$ cat src/rtl/alu_exec_unit.sv
// Execute-stage ALU with a registered result/zero behind a valid/ready handshake.
// Define ALU_EXEC_MUL_EN to build the iterative unsigned multiply for alu_op 011.
module alu_exec_unit #(
    parameter int WIDTH = 32
) (
    input  logic             clk,
    input  logic             rst_n,
    input  logic             in_valid,
    output logic             in_ready,
    input  logic [2:0]       alu_op,
    input  logic [WIDTH-1:0] a,
    input  logic [WIDTH-1:0] b,
    input  logic             flush,
    output logic             out_valid,
    input  logic             out_ready,
    output logic [WIDTH-1:0] result,
    output logic             zero,
    output logic             illegal_op
);

    localparam logic [2:0] OP_AND = 3'b000;
    localparam logic [2:0] OP_OR  = 3'b001;
    localparam logic [2:0] OP_ADD = 3'b010;
    localparam logic [2:0] OP_SUB = 3'b110;
    localparam logic [2:0] OP_SLT = 3'b111;
`ifdef ALU_EXEC_MUL_EN
    localparam logic [2:0] OP_MUL = 3'b011;
`endif

    logic             out_valid_q, out_valid_d;
    logic [WIDTH-1:0] result_q, result_d;
    logic             zero_q, zero_d;
    logic             illegal_q, illegal_d;

    logic             accept;
    logic             res_free;
    logic             op_is_mul;
    logic             op_illegal;
    logic [WIDTH-1:0] op_result;

`ifdef ALU_EXEC_MUL_EN
    // state | meaning
    // IDLE  | accepting ops, single-cycle results written on accept
    // MUL   | shift-add iteration, one multiplier bit per cycle
    // DONE  | product ready, waiting for the result register to be free
    typedef enum logic [1:0] {
        ST_IDLE = 2'd0,
        ST_MUL  = 2'd1,
        ST_DONE = 2'd2
    } state_t;

    localparam int              CW       = $clog2(WIDTH) + 1;
    localparam logic [CW-1:0]   CNT_LOAD = CW'(WIDTH);
    localparam logic [CW-1:0]   CNT_LAST = CW'(1);

    state_t           state_q, state_d;
    logic [CW-1:0]    cnt_q, cnt_d;
    logic [WIDTH-1:0] mcand_q, mcand_d;
    logic [WIDTH-1:0] mplier_q, mplier_d;
    logic [WIDTH-1:0] acc_q, acc_d;

    assign op_is_mul = (alu_op == OP_MUL);
    assign in_ready  = !flush && (state_q == ST_IDLE) && (!out_valid_q || out_ready);
`else
    // Without the multiplier the unit is never busy, so only the result register gates issue.
    assign op_is_mul = 1'b0;
    assign in_ready  = !flush && (!out_valid_q || out_ready);
`endif

    assign res_free = !out_valid_q || out_ready;
    assign accept   = in_valid && in_ready;

    always_comb begin
        op_result  = '0;
        op_illegal = 1'b0;
        case (alu_op)
            OP_ADD: op_result = a + b;
            OP_SUB: op_result = a - b;
            OP_SLT: op_result = {{(WIDTH-1){1'b0}}, ($signed(a) < $signed(b))};
            OP_AND: op_result = a & b;
            OP_OR:  op_result = a | b;
`ifdef ALU_EXEC_MUL_EN
            OP_MUL: op_result = '0;
`endif
            default: op_illegal = 1'b1;
        endcase
    end

    always_comb begin
        out_valid_d = out_valid_q;
        result_d    = result_q;
        zero_d      = zero_q;
        illegal_d   = 1'b0;
`ifdef ALU_EXEC_MUL_EN
        state_d  = state_q;
        cnt_d    = cnt_q;
        mcand_d  = mcand_q;
        mplier_d = mplier_q;
        acc_d    = acc_q;
`endif
        if (flush) begin
            out_valid_d = 1'b0;
`ifdef ALU_EXEC_MUL_EN
            state_d = ST_IDLE;
`endif
        end else begin
            if (out_valid_q && out_ready) begin
                out_valid_d = 1'b0;
            end
`ifdef ALU_EXEC_MUL_EN
            case (state_q)
                ST_IDLE: begin
                    if (accept && op_is_mul) begin
                        state_d  = ST_MUL;
                        cnt_d    = CNT_LOAD;
                        mcand_d  = a;
                        mplier_d = b;
                        acc_d    = '0;
                    end
                end
                ST_MUL: begin
                    if (mplier_q[0]) begin
                        acc_d = acc_q + mcand_q;
                    end
                    mcand_d  = mcand_q << 1;
                    mplier_d = mplier_q >> 1;
                    cnt_d    = cnt_q - CNT_LAST;
                    if (cnt_q == CNT_LAST) begin
                        state_d = ST_DONE;
                    end
                end
                ST_DONE: begin
                    if (res_free) begin
                        result_d    = acc_q;
                        zero_d      = (acc_q == '0);
                        out_valid_d = 1'b1;
                        state_d     = ST_IDLE;
                    end
                end
                default: state_d = ST_IDLE;
            endcase
`endif
            if (accept && !op_is_mul) begin
                result_d    = op_result;
                zero_d      = (op_result == '0);
                out_valid_d = 1'b1;
                illegal_d   = op_illegal;
            end
        end
    end

    always_ff @(posedge clk or negedge rst_n) begin
        if (!rst_n) begin
            out_valid_q <= 1'b0;
            result_q    <= '0;
            zero_q      <= 1'b0;
            illegal_q   <= 1'b0;
`ifdef ALU_EXEC_MUL_EN
            state_q  <= ST_IDLE;
            cnt_q    <= '0;
            mcand_q  <= '0;
            mplier_q <= '0;
            acc_q    <= '0;
`endif
        end else begin
            out_valid_q <= out_valid_d;
            result_q    <= result_d;
            zero_q      <= zero_d;
            illegal_q   <= illegal_d;
`ifdef ALU_EXEC_MUL_EN
            state_q  <= state_d;
            cnt_q    <= cnt_d;
            mcand_q  <= mcand_d;
            mplier_q <= mplier_d;
            acc_q    <= acc_d;
`endif
        end
    end

    assign out_valid  = out_valid_q;
    assign result     = result_q;
    assign zero       = zero_q;
    assign illegal_op = illegal_q;

endmodule

$ cat config.mk
export PLATFORM = sky130hd
export DESIGN_NAME = alu_exec_unit
export DESIGN_NICKNAME = d
export VERILOG_FILES = /design/src/rtl/alu_exec_unit.sv
export SDC_FILE = /design/constraint.sdc
export NUM_CORES = 1
export LEC_CHECK = 0
export BUFFER_PORTS_ARGS = -buffer_cell sky130_fd_sc_hd__buf_2
export CORE_MARGIN = 2
export CORE_UTILIZATION = 45
export DETAILED_ROUTE_END_ITERATION = 12
export PLACE_DENSITY = 0.77
export SYNTH_ARGS = -nofsm -noshare
export SYNTH_HDL_FRONTEND = slang
export SYNTH_SLANG_ARGS = --single-unit
$ cat constraint.sdc
create_clock -name clk -period 6.4 [get_ports clk]
set_input_delay 1.28 -clock clk [delete_from_list [all_inputs] [get_ports clk]]
set_output_delay 1.28 -clock clk [all_outputs]
set_load 0.05 [all_outputs]
==> qor.txt, run 1 <==
Finished Layout Cells: 1173
Nets: 1165
H-Tree Depth: 2
Fmax: 193 MHz
Critical path's largest stage delay: 540 ps
TritonCTS clock tree: done
ANT cells: 0
Final Critical Period: 5170 ps
Fraction of layout cells with a size suffix above 1: 16.4%
Final WS setup: 1230 ps
Final Hold Fails: 0
Initial Utilization: 46.2%
R2R Setup Slk: 3350 ps
Area delta synth->final: 11.2%
Antenna Violating Nets Remaining: 0
PD cells: 172 nW/um2
CTS Buffer Depth: 2
R2r endpoint: zero
Die W: 126 um
Commonest non-fill, non-tap cell in the layout: buf_2
Placed cell areas: 7310 um2
Yosys warns: 0
R2R cell count: 12
Number of synthesized flops with an enable pin: 0
Crit path max-delay family: compound AO/OA/AOI/OAI gates
# DRC: 0
CP Buf/Inv Count: 2
CTS buffer count: 5
Post-synthesis sequential area ratio: 13.0%
Die height: 126 um
Critical Path Start Type: primary input
All-Layer GR Usage: 26.3%
Max-slew violation total from the final report: 0
Synth Instances: 921
Worst path slowest cell: or4_1
Unique masters post-synth: 81
Fillers: 1430
Multi-input gate area: 5230 um2
Worst Path Required: 6570 ps
Setup TNS: 0 ps
Setup Skew: 2.41 ps
Reg2reg start: out_valid
Ys async rst share: 100%
Io pins: 108
Reg area: 876 um2
First-pass DRT Iterations: 5
VDD IR max: 0.000142 V
Largest net degree at the start of global routing: 50
Total Wirelength: 21.3 mm
Post-CTS setup buffers: 0
Crit Path Max Fanout: 14
Outcome: finished clean
Vias in the first global route: 6580
Dpl ws: 1070 ps
Initial antenna violation count: 0
Pleak: 3.64 nW
Die area: 15900 um2
Synthesized area per cell: 7.29 um2
Critical path arrival: 5340 ps
RePlAce Congestion: 1.01
Worst Setup End Kind: register
Most used DFF post-synth: dfrtp_1
Worst-Margin Slew: 1020 ps
Syn nets: 1098
Initial DRC count: 838
Row count: 44
Setup CP Type: primary input to register
RSZ-0062 raised after global routing: no
CTS root buffer: clkbuf_16
MaxCap Viol Count: 0
CP Cell Sequence: buf_2 > inv_1 > ha_1 > nand2_1 > nor4_1 > a211oi_1 > a211oi_1 > o21ai_0 > or4_1 > o41ai_1 > xnor2_1 > o22ai_1 > or4_1 > o41ai_2
Hold Path Class: register to register
Synthesized flop and latch total: 35
Netlist Area Pre-Place: 6710 um2
Worst-Skew Late Latency: 280 ps
# hold bufs at CTS: 0
Cells after DPL: 1165
Via count: 7216
Finish-stage setup viols: 0
Clock Pin Slew Worst Setup and Hold Paths: 60 ps
Dpl hpwl: 16.8 mm
First-pass GRT wire length: 34.4 mm
Commonest non-fill, non-tap cells in the layout: 107 x buf_2, 103 x ha_1, 101 x inv_1
Design Area, Final: 7460 um2
Worst Hold Depth: 2
Period utilization: 80.8%
PostCTS Resize Cnt: 0
Remaining global-route overflow: 0
Sink Count: 35
Worst Hold Endpoint: result[2]
Hold Startpoint: result[2]
Vias/cell: 6.15
Relative slew margins: 31.9%
I/O Buffers: 107
Core area: 14500 um2
Drt wl/cell: 18.2 um
worst max path at each step:
stage               startpoint   end  slack (ps)  cells after the start
floorplan                 a[0]  zero        1790                     15
global placement          a[6]  zero        1100                     14
detailed placement        a[6]  zero        1070                     14
CTS                       a[6]  zero        1310                     14
global route              a[6]  zero        1000                     14
finish                    a[6]  zero        1230                     14
power breakdown:
part           leakage (nW)  switching [W]  internal (W)
Clock                0.0731      0.0000992      0.000156
Sequential            0.450      0.0000239      0.000261
Combinational          3.11       0.000511      0.000236
flip-flops by register name, indices dropped and copies added (netlist names):
name and cells:
out_valid 1, result 32, zero 1, illegal_op 1
worst reg2reg max path, stage by stage (launching register included):
cell	delay, ps
dfrtp_1	360
nor2b_1	140
nor2_1	110
nand2_1	80
buf_4	300
nor2_1	200
nand4_1	170
nor4_2	290
nand4b_1	180
nor4_2	200
nand4_1	130
or4_1	550
o41ai_2	230
stage by stage:
step | total power (W) | hold WS [ps] | util (%)
after floorplan | 0.000820 | 748 | -
after global placement | 0.00101 | 459 | 50.3
after detailed placement | 0.00102 | 466 | 50.3
after CTS | 0.00128 | 480 | 51.3
after global routing | 0.00136 | 514 | 51.3
final | 0.00129 | 473 | 51.3
cell families (layout without fill, tap and decap cells):
kind of cell / Yosys count / in the layout / synth area share (%)
buffers and inverters: 156 / 224 / 9.12
xor gates and xnor gates: 15 / 15 / 1.96
adders and majority gates: 105 / 105 / 19.8
AOI/OAI and AO/OA: 291 / 291 / 29.6
and+or+nand+nor: 286 / 286 / 21.2
DFF: 35 / 35 / 13.0
muxes: 33 / 33 / 5.26
final cells by class:
type | count | area share, %
inverters | 101 | 5.08
clock inverters | 2 | 0.218
clock buffers | 6 | 1.86
well taps | 184 | 3.09
flip-flops and latches | 35 | 11.7
repair buffers | 115 | 7.98
multi-input cells | 730 | 70.0
per-layer routing:
layer  vias to the layer above  wire [um]  GRT usage [%]
li1                       3436          -              -
met1                      3335       9430           38.6
met2                       405       9060           40.0
met3                        40       2390           4.89
met4                         0        463           5.82
met5                         -          0              0
synthesized netlist by cell type, types with 6 or more instances:
library cell | number | area (um2)
nor4_1 | 10 | 62.6
a21o_1 | 14 | 105
nand2_1 | 75 | 282
a31oi_1 | 9 | 56.3
nor3_1 | 30 | 150
o21bai_1 | 6 | 45.0
and3_1 | 6 | 37.5
xnor2_1 | 15 | 131
nand2b_1 | 10 | 62.6
o211ai_1 | 17 | 128
nand4_1 | 11 | 68.8
inv_1 | 101 | 379
clkbuf_1 | 41 | 154
ha_1 | 103 | 1290
mux2i_1 | 15 | 150
o21a_1 | 6 | 45.0
o21ai_0 | 52 | 260
a211oi_1 | 21 | 158
mux2_2 | 18 | 203
nor2b_1 | 15 | 93.8
or3_1 | 8 | 50.1
buf_2 | 9 | 45.0
nor2_1 | 74 | 278
dfrtp_1 | 35 | 876
a21oi_1 | 75 | 375
o31ai_1 | 18 | 135
nand3_1 | 21 | 105
No activity file was read; power rests on OpenSTA's default activity.
==> run 2, diff against run 1 <==
Settings changed: PLACE_DENSITY 0.77 to 0.79.
Clock period 6.4 ns to 4.56 ns, I/O delays scaled along.
==> run 2 against run 1 <==
  * Largest power group unchanged
  * Clock-buffer cell count is 1 lower
  * Sequential power is 41% higher
  * Highest routed layer unchanged
  * Design area grew 10%
  * Sequential share of layout area decreased by 1.1 points
  * Critical path type unchanged
  * Core utilization grew 5.2 points
  * Global-route usage grew 1.4 points
==> qor.txt, run 2 (synthesized netlist as in run 1, its figures left out) <==
Worst Hold Depth: 2 (unchanged)
Drt wl/cell: 18.2 um (+0.14%)
Area delta synth->final: 22.5%
Commonest non-fill, non-tap cells in the layout: 107 x buf_2, 103 x ha_1, 101 x inv_1
Clock Pin Slew Worst Setup and Hold Paths: 60 ps (about the same)
Via count: 7724 (+7.0%)
Finish-stage setup viols: 0 (unchanged)
CP dominant cell by count: inv_1
VDD IR max: 0.000173 V (+22%)
I/O Buffers: 107 (unchanged)
Total Wirelength: 23.0 mm (+7.7%)
Initial Utilization: 46.2% (unchanged)
Vias/cell: 6.12 (-0.51%)
Die W: 126 um (unchanged)
MaxCap Viol Count: 0 (unchanged)
Setup Skew: 2.21 ps (-0.201 ps)
First-pass GRT wire length: 36.0 mm (+4.7%)
Remaining global-route overflow: 0 (unchanged)
Row count: 44 (unchanged)
Worst-Skew Late Latency: 290 ps (about the same)
Fillers: 1388 (-2.9%)
Setup TNS: 0 ps (unchanged)
Critical path's largest stage delay: 550 ps (about the same)
Sink Count: 35 (unchanged)
CP Cell Sequence: buf_2 > inv_1 > ha_1 > inv_1 > fa_1 > nor3b_1 > o31ai_2 > a21oi_2 > or3_1 > a41oi_1 > a21oi_1 > xnor2_1 > a211oi_1 > nand4_1 > or4_1 > o41ai_2
Worst-Margin Slew: 969 ps (-50.3 ps)
Worst setup path startpoint: a[0]
Initial antenna violation count: 0 (unchanged)
Nets: 1254 (+7.6%)
Reg2reg start: out_valid
Final WS setup: 171 ps (-1060 ps)
Worst Path Required: 4740 ps (-1830 ps)
Crit Path Max Fanout: 3 (-11)
Relative slew margins: 35.2% (+3.3 points)
Fmax: 228 MHz
R2R Setup Slk: 1790 ps (-1560 ps)
Crit path to: zero
Vias in the first global route: 7076 (+7.5%)
CTS buffer count: 5 (unchanged)
Hold Path Class: register to register
Design Area, Final: 8220 um2 (+10%)
R2r endpoint: zero
Worst path slowest cell: or4_1
Pleak: 4.09 nW (+12%)
Io pins: 108 (unchanged)
Max reg flops: 32 (unchanged)
H-Tree Depth: 2 (unchanged)
Initial DRC count: 918 (+9.5%)
Hold Startpoint: result[26]
Period utilization: 96.2%
Critical path arrival: 4570 ps (-770 ps)
Commonest non-fill, non-tap cell in the layout: buf_2
Critical Path Start Type: primary input
CTS root buffer: clkbuf_16
Outcome: finished clean
Die area: 15900 um2 (unchanged)
Final Critical Period: 4390 ps
Fraction of layout cells with a size suffix above 1: 24.0% (+7.6 points)
All-Layer GR Usage: 27.7% (+1.4 points)
Placed cell areas: 7990 um2 (+9.3%)
ANT cells: 0 (unchanged)
RePlAce Congestion: 0.986 (-2.3%)
Final Hold Fails: 0 (unchanged)
PD cells: 240 nW/um2 (+39%)
Dpl hpwl: 18.4 mm (+9.6%)
Pwr Total: 0.00197 W (+53%)
R2R cell count: 11 (-1)
# DRC: 0 (unchanged)
CTS Buffer Depth: 2 (unchanged)
Antenna Violating Nets Remaining: 0 (unchanged)
Worst Setup End Kind: register
Core area: 14500 um2 (unchanged)
First-pass DRT Iterations: 8 (+3)
Dpl ws: -202 ps (-1270 ps)
Largest net degree at the start of global routing: 49 (-2.0%)
Die height: 126 um (unchanged)
Max-slew violation total from the final report: 0 (unchanged)
TritonCTS clock tree: done
Fin util: 56.6% (+5.2 points)
Setup CP Type: primary input to register
## run 2: how the worst min path moves through the flow
| stage | slack (ps) | end |
|---|---|---|
| after floorplan | 620 | illegal_op |
| after global placement | 460 | result[26] |
| after detailed placement | 470 | result[7] |
| after CTS | 490 | result[24] |
| after global routing | 520 | result[3] |
| final | 480 | result[26] |
## run 2: layout make-up
class	count	area (um2)	share of cell area (%)
sequential	35	876	10.7
clock inverter	3	47.5	0.578
timing repair buffer	204	1280	15.5
clock buffer	5	125	1.52
inverter	101	379	4.61
tap	184	230	2.80
multi-input combinational	730	5290	64.3
## run 2: through the flow
step / hold WS [ps] / std cells
after floorplan: 616 / 921
after global placement: 459 / 1254
after detailed placement: 469 / 1254
after CTS: 485 / 1262
after global routing: 520 / 1262
final: 483 / 1262
## run 2: worst max-delay path, delay by kind of cell
kind	cells	cell delay, ps
AOI/OAI and AO/OA	6	1370
and+or+nand+nor	4	1300
adders and majority gates	2	560
buffers and inverters	3	250
xor gates and xnor gates	1	160
## run 2: report_power, final
part           switching [W]  internal (W)
Combinational       0.000755      0.000411
Sequential         0.0000348      0.000366
Clock               0.000146      0.000261
Total               0.000936       0.00104
## run 2: layer usage
layer	vias up	part of all wire, %	GRT usage [%]
met2	450	43	43.2
met5	-	0	0
met1	3586	45	39.7
met3	68	9.6	4.46
met4	0	2.9	7.11
li1	3620	-	-
## run 2: repair_timing
action,CTS,global route
buffers inserted,0,0
setup endpoints to repair,0,1
gates resized for setup,0,10
hold endpoints to repair,0,0
hold buffers,0,0
==> run 3, diff against run 2 <==
--- a/config.mk
+++ b/config.mk
@@ -12,2 +12,4 @@
 export PLACE_DENSITY = 0.79
+export REMOVE_ABC_BUFFERS = 1
+export SLEW_MARGIN = 20
 export SYNTH_ARGS = -nofsm -noshare
==> constraint.sdc (replaced) <==
create_clock -name clk -period 4.56 [get_ports clk]
set_input_delay 0.684 -clock clk [delete_from_list [all_inputs] [get_ports clk]]
set_output_delay 0.684 -clock clk [all_outputs]
set_load 0.05 [all_outputs]
==> run 3 against run 2 <==
  * Total power down 3.8%
  * Non-clock buffer count fell by 54
  * Wire length shrank 2.0%
  * Maximum frequency is 0.96% higher
  * Worst hold slack got worse by 3.7 ps
  * Clock skew grew 3.4 ps
  * Sequential share of layout area increased by 0.65 points
  * Critical path depth unchanged
  * Largest power group unchanged
==> qor.txt, run 3 (synthesized netlist as in run 1, its figures left out) <==
Outcome: finished clean
Wire length on met3: 1.87 mm (-15%)
VDD IR max: 0.000127 V (-27%)
Io pins: 108 (unchanged)
Worst Path Required: 4750 ps (about the same)
CTS buffer count: 5 (unchanged)
CTS Buffer Depth: 2 (unchanged)
Dpl hpwl: 18.0 mm (-2.4%)
Total Wirelength: 22.5 mm (-2.0%)
Nets: 1200 (-4.3%)
Die area: 15900 um2 (unchanged)
PD cells: 245 nW/um2 (+2.0%)
Pwr Total: 0.00190 W (-3.8%)
Fillers: 1411 (+1.7%)
Relative slew margins: 43.4% (+8.2 points)
Vias/cell: 6.12 (about the same)
Dpl ws: -83.4 ps (+119 ps)
Drt wl/cell: 18.7 um (+2.4%)
Initial antenna violation count: 0 (unchanged)
M1 WL: 9.79 mm (-4.8%)
WHS: 480 ps (-3.74 ps)
Fraction of layout cells with a size suffix above 1: 19.3% (-4.7 points)
Critical Path Start Type: primary input
Pleak: 3.82 nW (-6.6%)
Design Area, Final: 7750 um2 (-5.7%)
Area delta synth->final: 15.4%
MaxCap Viol Count: 0 (unchanged)
ANT cells: 0 (unchanged)
Vias in the first global route: 7004 (-1.0%)
H-Tree Depth: 2 (unchanged)
Sink Count: 35 (unchanged)
Final WS setup: 213 ps (+41.6 ps)
Post-CTS setup buffers: 0 (unchanged)
Final Critical Period: 4350 ps (-41.6 ps)
RePlAce Congestion: 0.998 (+1.2%)
Met2 wire len: 10.0 mm (+2.1%)
Worst-Margin Slew: 849 ps (-121 ps)
Commonest non-fill, non-tap cell in the layout: buf_2
Largest net degree at the start of global routing: 49 (unchanged)
Antenna Violating Nets Remaining: 0 (unchanged)
Initial DRC count: 975 (+6.2%)
Worst Setup End Kind: register
Critical path arrival: 4540 ps (-30 ps)
Setup Skew: 5.64 ps (+3.43 ps)
Die height: 126 um (unchanged)
Worst-Skew Late Latency: 290 ps (about the same)
Die W: 126 um (unchanged)
TritonCTS clock tree: done
CTS root buffer: clkbuf_16
Hold Path Class: register to register
Initial Utilization: 46.2% (unchanged)
Setup TNS: 0 ps (unchanged)
Remaining global-route overflow: 0 (unchanged)
Setup CP Type: primary input to register
Clock Pin Slew Worst Setup and Hold Paths: 60 ps (about the same)
Core area: 14500 um2 (unchanged)
Placed cell areas: 7570 um2 (-5.2%)
Fmax: 230 MHz (+0.96%)
Period utilization: 95.3% (-0.91 points)
Max reg flops: 32 (unchanged)
I/O Buffers: 107 (unchanged)
DR top layer: met4
All-Layer GR Usage: 27.9% (+0.24 points)
Finish-stage setup viols: 0 (unchanged)
Via count: 7391 (-4.3%)
Multi-input gate area: 5240 um2 (-0.95%)
Reg area: 876 um2 (unchanged)
Crit Path Max Fanout: 3 (unchanged)
Max-slew violation total from the final report: 0 (unchanged)
Final Hold Fails: 0 (unchanged)
First-pass DRT Iterations: 5 (-3)
Commonest non-fill, non-tap cells in the layout: 107 x buf_2, 103 x ha_1, 101 x inv_1
First-pass GRT wire length: 36.3 mm (+0.67%)
# DRC: 0 (unchanged)
Row count: 44 (unchanged)
## run 3: changes by cell type in the layout (fill, tap and decap cells not counted), sizes merged
cell	before	now
buf	204	150
clkinv	1	2
inv	102	101
## run 3: repair_timing
| action | CTS | global route |
|---|---|---|
| gates resized for setup | 0 | 2 |
| endpoints found under the setup margin | 0 | 1 |
| hold buffers | 0 | 0 |
## run 3: cell type report
cell class,instances,area share (%)
clock buffers,5,1.61
clock inverters,3,0.565
inverters,101,4.89
multi-input cells,730,67.6
flip-flops and latches,35,11.3
well taps,184,2.97
repair buffers,150,11.1
## run 3: report_power, final
group,switching [W],internal (W),total (W)
clock network,0.000153,0.000258,0.000411
registers,0.0000303,0.000366,0.000396
logic,0.000731,0.000360,0.00109
total,0.000914,0.000984,0.00190
## run 3: stage by stage
| step | cells | utilization [%] |
|---|---|---|
| final | 1208 | 53.3 |
| after global routing | 1208 | 53.3 |
| after CTS | 1208 | 53.2 |
| after detailed placement | 1200 | 52.1 |
| after global placement | 1200 | 52.1 |
| after floorplan | 866 | - |
## run 3: worst paths after layout
kind / endpoint / slack (ps) / startpoint / depth (start not counted)
setup / recovery: zero / 210 / a[0] / 16
hold / removal: result[7] / 480 / result[7] / 2
setup reg to reg: zero / 1860 / out_valid / 11
hold reg to reg: result[7] / 480 / result[7] / 2
max in group asynchronous: result[18] / 3530 / rst_n / 1
min in group asynchronous: result[8] / 500 / rst_n / 1
## run 3: worst max-delay path: stages
cell and delay, ps:
buf_2 110, inv_1 70, ha_1 190, inv_1 70, fa_1 400, nor3b_1 200
o311ai_2 320, a31oi_2 190, o31a_1 310, a221oi_1 270, mux2i_1 330, o2111ai_1 170
nor4_2 310, nand4_1 160, or4_1 560, o41ai_2 190
## run 3: per-layer routing
metal  global-route usage, %  up-vias
li1                        -     3516
met1                    38.2     3382
met2                    45.3      417
met3                    3.87       76
met4                    9.18        0
met5                       0        -
